File: config.mk
export PLATFORM = sky130hd
export DESIGN_NAME = ex_multicycle
export DESIGN_NICKNAME = d
export VERILOG_FILES = /design/src/rtl/ex_multicycle.sv
export SDC_FILE = /design/constraint.sdc
export NUM_CORES = 1
export LEC_CHECK = 0
export CORE_MARGIN = 2
export CORE_UTILIZATION = 50
export DETAILED_ROUTE_END_ITERATION = 10
export PLACE_DENSITY = 0.74
export SYNTH_ARGS = -nofsm -noshare
export SYNTH_HDL_FRONTEND = slang
export SYNTH_SLANG_ARGS = --single-unit
File: constraint.sdc
create_clock -name clk -period 10.4 [get_ports clk]
set_clock_uncertainty 0.2 [all_clocks]
set_input_delay 1.56 -clock clk [delete_from_list [all_inputs] [get_ports clk]]
set_output_delay 1.56 -clock clk [all_outputs]
set_load 0.01 [all_outputs]
File: src/rtl/ex_multicycle.sv
// ex_multicycle: LEGv8 execute stage with single-cycle ALU, NZCV, branch adder, iterative MUL/DIV.
// Define EX_DIV_EN to build the restoring divider; otherwise UDIV/SDIV complete at once with op_err=1.
module ex_multicycle #(
  parameter int WIDTH    = 64,
  parameter int BR_SHIFT = 2,
  parameter int CNT_W    = 7
) (
  input  logic             clk,
  input  logic             rst_n,
  input  logic             in_valid,
  output logic             in_ready,
  input  logic [2:0]       op,
  input  logic [WIDTH-1:0] r_data1,
  input  logic [WIDTH-1:0] r_data2,
  input  logic [WIDTH-1:0] ex_data,
  input  logic             ALUSrc,
  input  logic             SregUp,
  input  logic [WIDTH-1:0] pc,
  output logic             out_valid,
  input  logic             out_ready,
  output logic [WIDTH-1:0] ALUOut,
  output logic [WIDTH-1:0] ALU_res,
  output logic             op_err,
  output logic             N,
  output logic             Z,
  output logic             C,
  output logic             V
);
  typedef enum logic [1:0] {S_IDLE, S_MUL, S_DIV, S_DONE} state_t;
  state_t state;
  logic [WIDTH-1:0] a_q, b_q, acc_q, b_sel, b_add, fast_y, mul_acc, step_acc, step_a, mc_y;
  logic [WIDTH:0] sum;
  logic [CNT_W-1:0] cnt_q;
  logic sreg_q, sub, fast_c, fast_v;
  assign in_ready  = state == S_IDLE;
  assign out_valid = state == S_DONE;
  assign b_sel     = ALUSrc ? ex_data : r_data2;
  assign sub       = op == 3'b011;
  assign b_add     = sub ? ~b_sel : b_sel;
  assign sum       = {1'b0, r_data1} + {1'b0, b_add} + {{WIDTH{1'b0}}, sub};
  assign fast_y    = op == 3'b000 ? r_data1 & b_sel :
                     op == 3'b001 ? r_data1 | b_sel :
                     op == 3'b111 ? b_sel :
                     op[2]        ? '0 : sum[WIDTH-1:0];
  assign fast_c    = op[2:1] == 2'b01 & sum[WIDTH];
  assign fast_v    = op[2:1] == 2'b01 & (r_data1[WIDTH-1] == b_add[WIDTH-1]) & (sum[WIDTH-1] != r_data1[WIDTH-1]);
`ifdef EX_DIV_EN
  logic neg_q;
  logic [WIDTH:0] rem_sh, diff;
  logic [WIDTH-1:0] q_nxt, a_mag, b_mag;
  assign rem_sh = {acc_q, a_q[WIDTH-1]};
  assign diff   = rem_sh - {1'b0, b_q};
  assign q_nxt  = {a_q[WIDTH-2:0], ~diff[WIDTH]};
  assign a_mag  = (op == 3'b110 && r_data1[WIDTH-1]) ? -r_data1 : r_data1;
  assign b_mag  = (op == 3'b110 && b_sel[WIDTH-1]) ? -b_sel : b_sel;
`endif
  always_comb begin
    mul_acc  = acc_q + (b_q[0] ? a_q : '0);
    step_acc = mul_acc;
    step_a   = a_q << 1;
    mc_y     = mul_acc;
`ifdef EX_DIV_EN
    if (state == S_DIV) begin
      step_acc = diff[WIDTH] ? rem_sh[WIDTH-1:0] : diff[WIDTH-1:0];
      step_a   = q_nxt;
      mc_y     = ~|b_q ? '0 : neg_q ? -q_nxt : q_nxt;
    end
`endif
  end
  always_ff @(posedge clk or negedge rst_n) begin
    if (!rst_n) begin
      state   <= S_IDLE;
      a_q     <= '0;
      b_q     <= '0;
      acc_q   <= '0;
      cnt_q   <= '0;
      sreg_q  <= 1'b0;
      ALUOut  <= '0;
      ALU_res <= '0;
      op_err  <= 1'b0;
      {N, Z, C, V} <= 4'b0000;
`ifdef EX_DIV_EN
      neg_q   <= 1'b0;
`endif
    end else begin
      case (state)
        S_IDLE: if (in_valid) begin
          a_q     <= r_data1;
          b_q     <= b_sel;
          acc_q   <= '0;
          cnt_q   <= '0;
          sreg_q  <= SregUp;
          ALU_res <= pc + (ex_data << BR_SHIFT);
          op_err  <= 1'b0;
          if (op == 3'b100) state <= S_MUL;
`ifdef EX_DIV_EN
          else if (op == 3'b101 || op == 3'b110) begin
            a_q   <= a_mag;
            b_q   <= b_mag;
            neg_q <= op == 3'b110 && (r_data1[WIDTH-1] ^ b_sel[WIDTH-1]);
            state <= S_DIV;
          end
`else
          else if (op == 3'b101 || op == 3'b110) begin
            ALUOut <= '0;
            op_err <= 1'b1;
            state  <= S_DONE;
          end
`endif
          else begin
            ALUOut <= fast_y;
            if (SregUp) {N, Z, C, V} <= {fast_y[WIDTH-1], ~|fast_y, fast_c, fast_v};
            state  <= S_DONE;
          end
        end
        S_DONE: if (out_ready) state <= S_IDLE;
        default: begin
          acc_q <= step_acc;
          a_q   <= step_a;
          b_q   <= state == S_MUL ? b_q >> 1 : b_q;
          cnt_q <= cnt_q + 1'b1;
          if (cnt_q == CNT_W'(WIDTH - 1)) begin
            ALUOut <= mc_y;
            if (sreg_q) {N, Z, C, V} <= {mc_y[WIDTH-1], ~|mc_y, 2'b00};
            state  <= S_DONE;
          end
        end
      endcase
    end
  end
endmodule

==> impl_results.md, run 1 <==
- Sequential area share after synthesis: 28.8%
- Die width: 245 um
- Synth Instances: 3,629
- Crit path capture type: register
- Synthesized area: 0.0291 mm2
- Reg power frac: 26.7%
- Crit start category: input pin
- Post-Route WL: 106,000 um
- WL/cell: 22.5 um
- Top cells by area in the synthesized netlist: dfrtp_1 (29%), ha_1 (9.0%), o21ai_0 (7.2%)
- Final setup fails: 0
- Synth top area share: 28.8%
- CP Class: input pin to register
- Relative slew slack: 24.9%
- CTS Buffer Depth: 3
- First-pass GRT wire length: 160,000 um
- DR pass1 iterations: 7
- Tmin final: 7.39 ns
- Yosys reg bits: 335
- Initial Util: 50.5%
- DP Worst Slack: 2.80 ns
- Root Driver: clkbuf_16
- DR vias/cell: 6.15
- Top cell family by delay on the critical path: compound AO/OA/AOI/OAI gates
- M3 GR Usage: 6.01%
- Post_cts resized: 0
- GR peak layer: met2
- Final Cycle Share: 71.1%
- H-tree levels: 2
- Hold WC Path Type: register to register
- RSZ-0062 raised after global routing: false
- Top Ports: 400
- Critical Path Max Stage Delay: 0.75 ns
- MaxCap Viol Count: 0
- Outcome: completed
- Crit path max fanout: 47
- Largest net degree at the start of global routing: 128
- Fraction of layout cells with a size suffix above 1: 4.85%
- Finished Core Util: 61.0%
- Comb power frac: 53.4%
- Critical Path RT: 10.71 ns
- Int Pwr: 4.57 mW
- All-Layer GR Usage: 34.2%
- Critical path's slowest cell: buf_4
- Placer congestion estimate: 1.02
- Net Sw Frac: 44.0%
- Slew @ Worst Pin: 1.12 ns
- Mapped Avg Cell Area: 8.02 um2
- Critical path data arrival time: 7.70 ns
- CP Cell Sequence: clkdlybuf4s50_1 > buf_4 > and3b_4 > buf_4 > xnor2_1 > ha_1 > a21oi_1 > o21a_1 > o221ai_1 > a21oi_1 > o21ai_0 > a211oi_1 > o22ai_1 > a21oi_1 > nor4bb_1 > nand4_1 > nor4_1 > a22oi_1 > o31ai_1
- Hold Path Origin: ALU_res[59]
- Net total in the final layout: 4,385
- Clk slew on worst S/H paths: 0.06 ns
- Reg2reg start: state[0]
- Setup TNS: 0 ns
- Async set-reset flop share out of synthesis: 100%
- Most frequent cell after synthesis: nand2_1
- Met1 GRT Util: 43.0%
- HPWL after detailed placement: 81,000 um
- Slew Limit Fails: 0
- Post-synth EDFFs: 0
- Total power per unit cell area: 232 mW/mm2
- Placement row count: 88
- Gr ovfl total: 0
- Leak: 15.4 nW
- Pwr Total: 8.15 mW
- Die area: 0.0601 mm2
- IO buf count: 399
- DRC viols: 0
- Clock latency on the worst-skew pair: 0.60 ns
- F_max: 135 MHz
- Vias: 28,938
- Number of global-route vias before repair: 27,881
- Final hold slack: 0.277 ns
- DRT antenna net count: 0
- Synth area leader: dfrtp_1
- Main synth FF type: dfrtp_1
- Worst path buffer plus inverter count: 3
- Clock buffer count from CTS: 42
- Die Ht: 245 um
- Most frequent CP cell: a21oi_1
- Core Region: 0.0576 mm2
- CTS Hold Bufs: 0
- Net Count, Synth: 4,106
- Clk sinks: 335
- Global routing usage on met2: 56.2%
- Clk network pwr share: 19.9%
- Worst setup path startpoint: op[1]
- Netlist cell types: 86
- Synth cell count leaders: nand2_1 (476), o21ai_0 (416), a21oi_1 (341), dfrtp_1 (335), nor2_1 (218)
- YS warnings: 0
- Initial antenna violation count: 2
- Starting DRT DRC Count: 2,829
- VDD IR max: 0.000305 V
- Fin. Hold Viols: 0
- Final WS setup: 3.01 ns
- Area grow syn2layout: 20.8%
- TritonCTS clock tree: done
- Post-CTS Setup Inserts: 0
- Switch Pwr: 3.59 mW
==> final timing paths <==
check,endpoint,slack (ns),cells past startpoint
worst max-delay path,Z,3.01,19
worst min-delay path,ALU_res[59],0.28,2
worst max register to register,Z,4.71,15
worst min register to register,ALU_res[59],0.28,2
max in group asynchronous,b_q[2],7.25,3
min in group asynchronous,acc_q[59],0.72,1
==> placed cells by master (no fill, tap or decap), types with 23 or more instances in the layout <==
| cell type | count |
|---|---|
| nand4_1 | 50 |
| ha_1 | 208 |
| clkbuf_16 | 42 |
| o21ai_0 | 416 |
| o21bai_1 | 41 |
| dfrtp_1 | 335 |
| nor2_1 | 215 |
| xnor2_1 | 128 |
| o22ai_1 | 28 |
| a211oi_1 | 28 |
| a22o_1 | 41 |
| buf_4 | 42 |
| inv_1 | 76 |
| mux2i_1 | 146 |
| and3_1 | 23 |
| o21ai_1 | 41 |
| clkdlybuf4s50_1 | 396 |
| nand3_1 | 58 |
| o21a_1 | 36 |
| a21o_1 | 117 |
| xor2_1 | 91 |
| and2_1 | 81 |
| a21oi_1 | 341 |
| nor3_1 | 42 |
| nand2_1 | 475 |
| nor2b_1 | 23 |
| a31oi_1 | 26 |
| mux2_2 | 37 |
==> through the flow <==
| step | cell area [um2] | instances |
|---|---|---|
| after floorplan | 29100 | 3629 |
| after global placement | 33600 | 4629 |
| after detailed placement | 33600 | 4629 |
| after CTS | 35100 | 4703 |
| after global routing | 35100 | 4704 |
| final | 35100 | 4704 |
==> flip-flops by register name (all words and copies together) (netlist names) <==
signal,flops
ALUOut,64
ALU_res,64
a_q,64
acc_q,64
b_q,64
cnt_q,7
state,2
C,1
N,1
V,1
Z,1
op_err,1
sreg_q,1
==> worst reg2reg max path, stage by stage, from the launching register on <==
cell,delay (ns)
dfrtp_1,0.43
inv_1,0.11
ha_4,0.37
nor2b_1,0.25
or2_4,0.57
a21o_4,0.49
o21bai_1,0.35
nor4_1,0.36
nand4b_1,0.20
a2111oi_0,0.41
nor4b_1,0.67
and4b_1,0.28
nand4_1,0.17
nor4bb_1,0.35
nand4_1,0.16
o31ai_1,0.22
==> routing by layer <==
layer / up-vias / routed length [um]
li1: 13786 / -
met1: 13609 / 42700
met2: 1226 / 48900
met3: 315 / 7960
met4: 2 / 6210
met5: - / 66
==> layout make-up <==
cell class              count  area (um2)
flip-flops and latches    335        8380
fillers                  5223       22400
well taps                 765         957
repair buffers            440        4300
multi-input cells        3010       19700
inverters                  79         299
clock inverters            23         394
diodes                      1        2.50
clock buffers              51        1120
==> cells by family (layout without fill, tap and decap cells) <==
| family | count (synthesis) | after routing | share of synthesized area [%] |
|---|---|---|---|
| fa+ha+maj | 226 | 226 | 9.68 |
| other cells | 0 | 1 | 0 |
| flops | 335 | 335 | 28.8 |
| mux | 185 | 185 | 6.61 |
| buf+inv | 284 | 593 | 3.75 |
| simple gates | 1071 | 1071 | 16.9 |
| xor+xnor | 219 | 219 | 6.59 |
| compound gates | 1309 | 1309 | 27.6 |
==> power by group through the flow <==
stage	Combinational (mW)	Sequential (mW)	Clock, mW
final	4.35	2.18	1.62
after global routing	4.76	2.24	1.71
after CTS	4.31	2.17	1.65
after detailed placement	4.29	2.19	0
after global placement	4.23	2.17	0
after floorplan	2.71	2.21	0
Note: power is estimated with default switching activity, not from simulation.
==> run 2: changes to the inputs <==
--- a/config.mk
+++ b/config.mk
@@ -8,7 +8,7 @@
 export CORE_MARGIN = 2
 export CORE_UTILIZATION = 50
 export DETAILED_ROUTE_END_ITERATION = 10
-export PLACE_DENSITY = 0.74
+export PLACE_DENSITY = 0.77
 export SYNTH_ARGS = -nofsm -noshare
 export SYNTH_HDL_FRONTEND = slang
 export SYNTH_SLANG_ARGS = --single-unit
==> constraint.sdc (replaced) <==
create_clock -name clk -period 6.2 [get_ports clk]
set_clock_uncertainty 0.2 [all_clocks]
set_input_delay 0.93 -clock clk [delete_from_list [all_inputs] [get_ports clk]]
set_output_delay 0.93 -clock clk [all_outputs]
set_load 0.01 [all_outputs]
==> run 2 against run 1 <==
Compared with the run above:
- design area rose by 1.1%
- critical path depth shrank 1
- non-clock buffer count grew 69
- register-to-register slack worse by 4.1 ns
- sequential power is 69% higher
- first-iteration DRC count down 8.3%
- via count grew 1.5%
- sequential share of layout area decreased by 0.26 points
- clock power up 50%
- clock-buffer cell count unchanged
- hold slack got worse by 0.043 ns
- flip-flop and latch count is the same
- largest cell class unchanged
- highest routed layer unchanged
==> impl_results.md, run 2 (synthesis gave the netlist of run 1 again) <==
- Outcome: completed
- Final setup fails: 0
- CTS Buffer Depth: 3
- Tmin final: 5.59 ns
- Vias: 29,383
- DRC viols: 0
- TritonCTS clock tree: done
- MaxCap Viol Count: 0
- DRT antenna net count: 0
- Critical Path RT: 6.48 ns
- Fin. Hold Viols: 0
- Top Ports: 400
- Post-Route WL: 106,000 um
- Worst R2R Setup Slack: 0.65 ns
- Die area: 0.0601 mm2
- RSZ-0062 raised after global routing: false
- Final hold slack: 0.234 ns
- Starting DRT DRC Count: 2,595
- Largest net degree at the start of global routing: 115
- Post-route cell area: 0.0355 mm2
- H-tree levels: 2
- Global routing usage on met2: 55.6%
- Die width: 245 um
- Setup TNS: 0 ns
- DP Worst Slack: 0.190 ns
- Dpl cell area: 0.0342 mm2
- CTS Hold Bufs: 0
- VDD IR max: 0.000342 V
- Core Region: 0.0576 mm2
- Crit path capture type: register
- Met1 GRT Util: 42.3%
- Crit path max fanout: 27
- All-Layer GR Usage: 33.9%
- First-pass GRT wire length: 159,000 um
- Fraction of layout cells with a size suffix above 1: 6.32%
- Area grow syn2layout: 22.1%
- Critical path data arrival time: 5.88 ns
- GR peak layer: met2
- Clock buffer count from CTS: 40
- Total power per unit cell area: 379 mW/mm2
- Number of global-route vias before repair: 27,790
- Final Cycle Share: 90.2%
- Relative slew slack: 33.7%
- R2R cell count: 16
- Capture point of the worst path: Z
- CP Class: input pin to register
- Crit start category: input pin
- Leak: 15.7 nW
- Root Driver: clkbuf_16
- Hold WC Path Type: input pin to asynchronous set/reset pin
- Placement row count: 88
- F_max: 179 MHz
- R2R Path End: Z
- WL/cell: 22.1 um
- Initial Util: 50.5%
- Slew Limit Fails: 0
- Worst setup path startpoint: op[2]
- Gr ovfl total: 0
- Post_cts resized: 0
- Commonest non-fill, non-tap cells in the layout: nand2_1 (475), o21ai_0 (416), clkdlybuf4s50_1 (396), a21oi_1 (341), dfrtp_1 (335)
- IO buf count: 399
- Net total in the final layout: 4,452
- Final WS setup: 0.606 ns
- Die Ht: 245 um
- M3 GR Usage: 6.21%
- DR vias/cell: 6.16
- Clock latency on the worst-skew pair: 0.59 ns
- Post-CTS Setup Inserts: 0
- DR pass1 iterations: 6
- Most common cell after layout, fill and taps aside: nand2_1
- Initial antenna violation count: 3
- Clk sinks: 335
- Clk slew on worst S/H paths: 0.06 ns
- Placer congestion estimate: 1.03
- HPWL after detailed placement: 81,800 um
- Reg2reg start: b_q[0]
- Slew @ Worst Pin: 0.990 ns
==> run 2: changes by cell type in the layout (fill, tap and decap cells not counted), moves of 2 or more <==
cell,previous run,this run
clkinv_4,2,0
buf_12,0,4
clkbuf_16,42,40
buf_4,42,107
diode_2,1,3
clkinvlp_4,1,4
bufinv_16,9,4
==> run 2: how the worst min path moves through the flow <==
stage	startpoint	end	slack (ns)
2_1_floorplan	b_q[29]	b_q[29]	0.25
3_3_place_gp	b_q[58]	b_q[58]	0.26
3_5_place_dp	ALU_res[20]	ALU_res[20]	0.27
4_1_cts	rst_n	a_q[56]	0.26
5_1_grt	rst_n	a_q[56]	0.30
6_report	rst_n	a_q[56]	0.23
==> run 2: metrics by stage <==
step                      power (mW)  utilization [%]  std cells
after floorplan                 8.24                -       3629
after global placement          10.8             59.4       4698
after detailed placement        10.9             59.4       4698
after CTS                       13.4             61.7       4766
after global routing            14.4             61.7       4766
final                           13.5             61.7       4769
==> run 2: power by group <==
part,switching (mW),internal (mW),leakage [nW],total [mW]
Clock,1.01,1.42,0.642,2.43
Combinational,4.42,2.94,10.7,7.36
Sequential,0.575,3.10,4.31,3.68
Total,6.01,7.46,15.7,13.5
==> run 2: worst max-delay path, stage by stage <==
cell             delay (ns)
clkdlybuf4s50_1        0.41
and3b_4                0.44
buf_12                 0.23
buf_4                  0.46
xnor2_1                0.14
ha_1                   0.40
a21oi_1                0.26
o221ai_1               0.15
a21oi_1                0.43
o21ai_0                0.13
a211oi_1               0.25
o22ai_1                0.12
a21oi_1                0.30
nor4bb_1               0.28
nand4_1                0.26
nor4_1                 0.43
a22oi_1                0.12
o31ai_1                0.10
==> run 2: final cells by class <==
class / count / area (um2)
flip-flops and latches: 335 / 8380
inverters: 79 / 299
diodes: 3 / 7.51
clock inverters: 17 / 235
multi-input cells: 3010 / 19700
repair buffers: 509 / 4870
fillers: 5138 / 22100
clock buffers: 51 / 1090
well taps: 765 / 957
==> run 2: layer usage <==
layer / wire [um] / vias to the layer above / part of all wire (%)
met5: 35 / - / 0.033
met1: 41800 / 13810 / 40
met4: 6480 / 6 / 6.1
li1: - / 13900 / -
met2: 49000 / 1333 / 46
met3: 8270 / 334 / 7.8
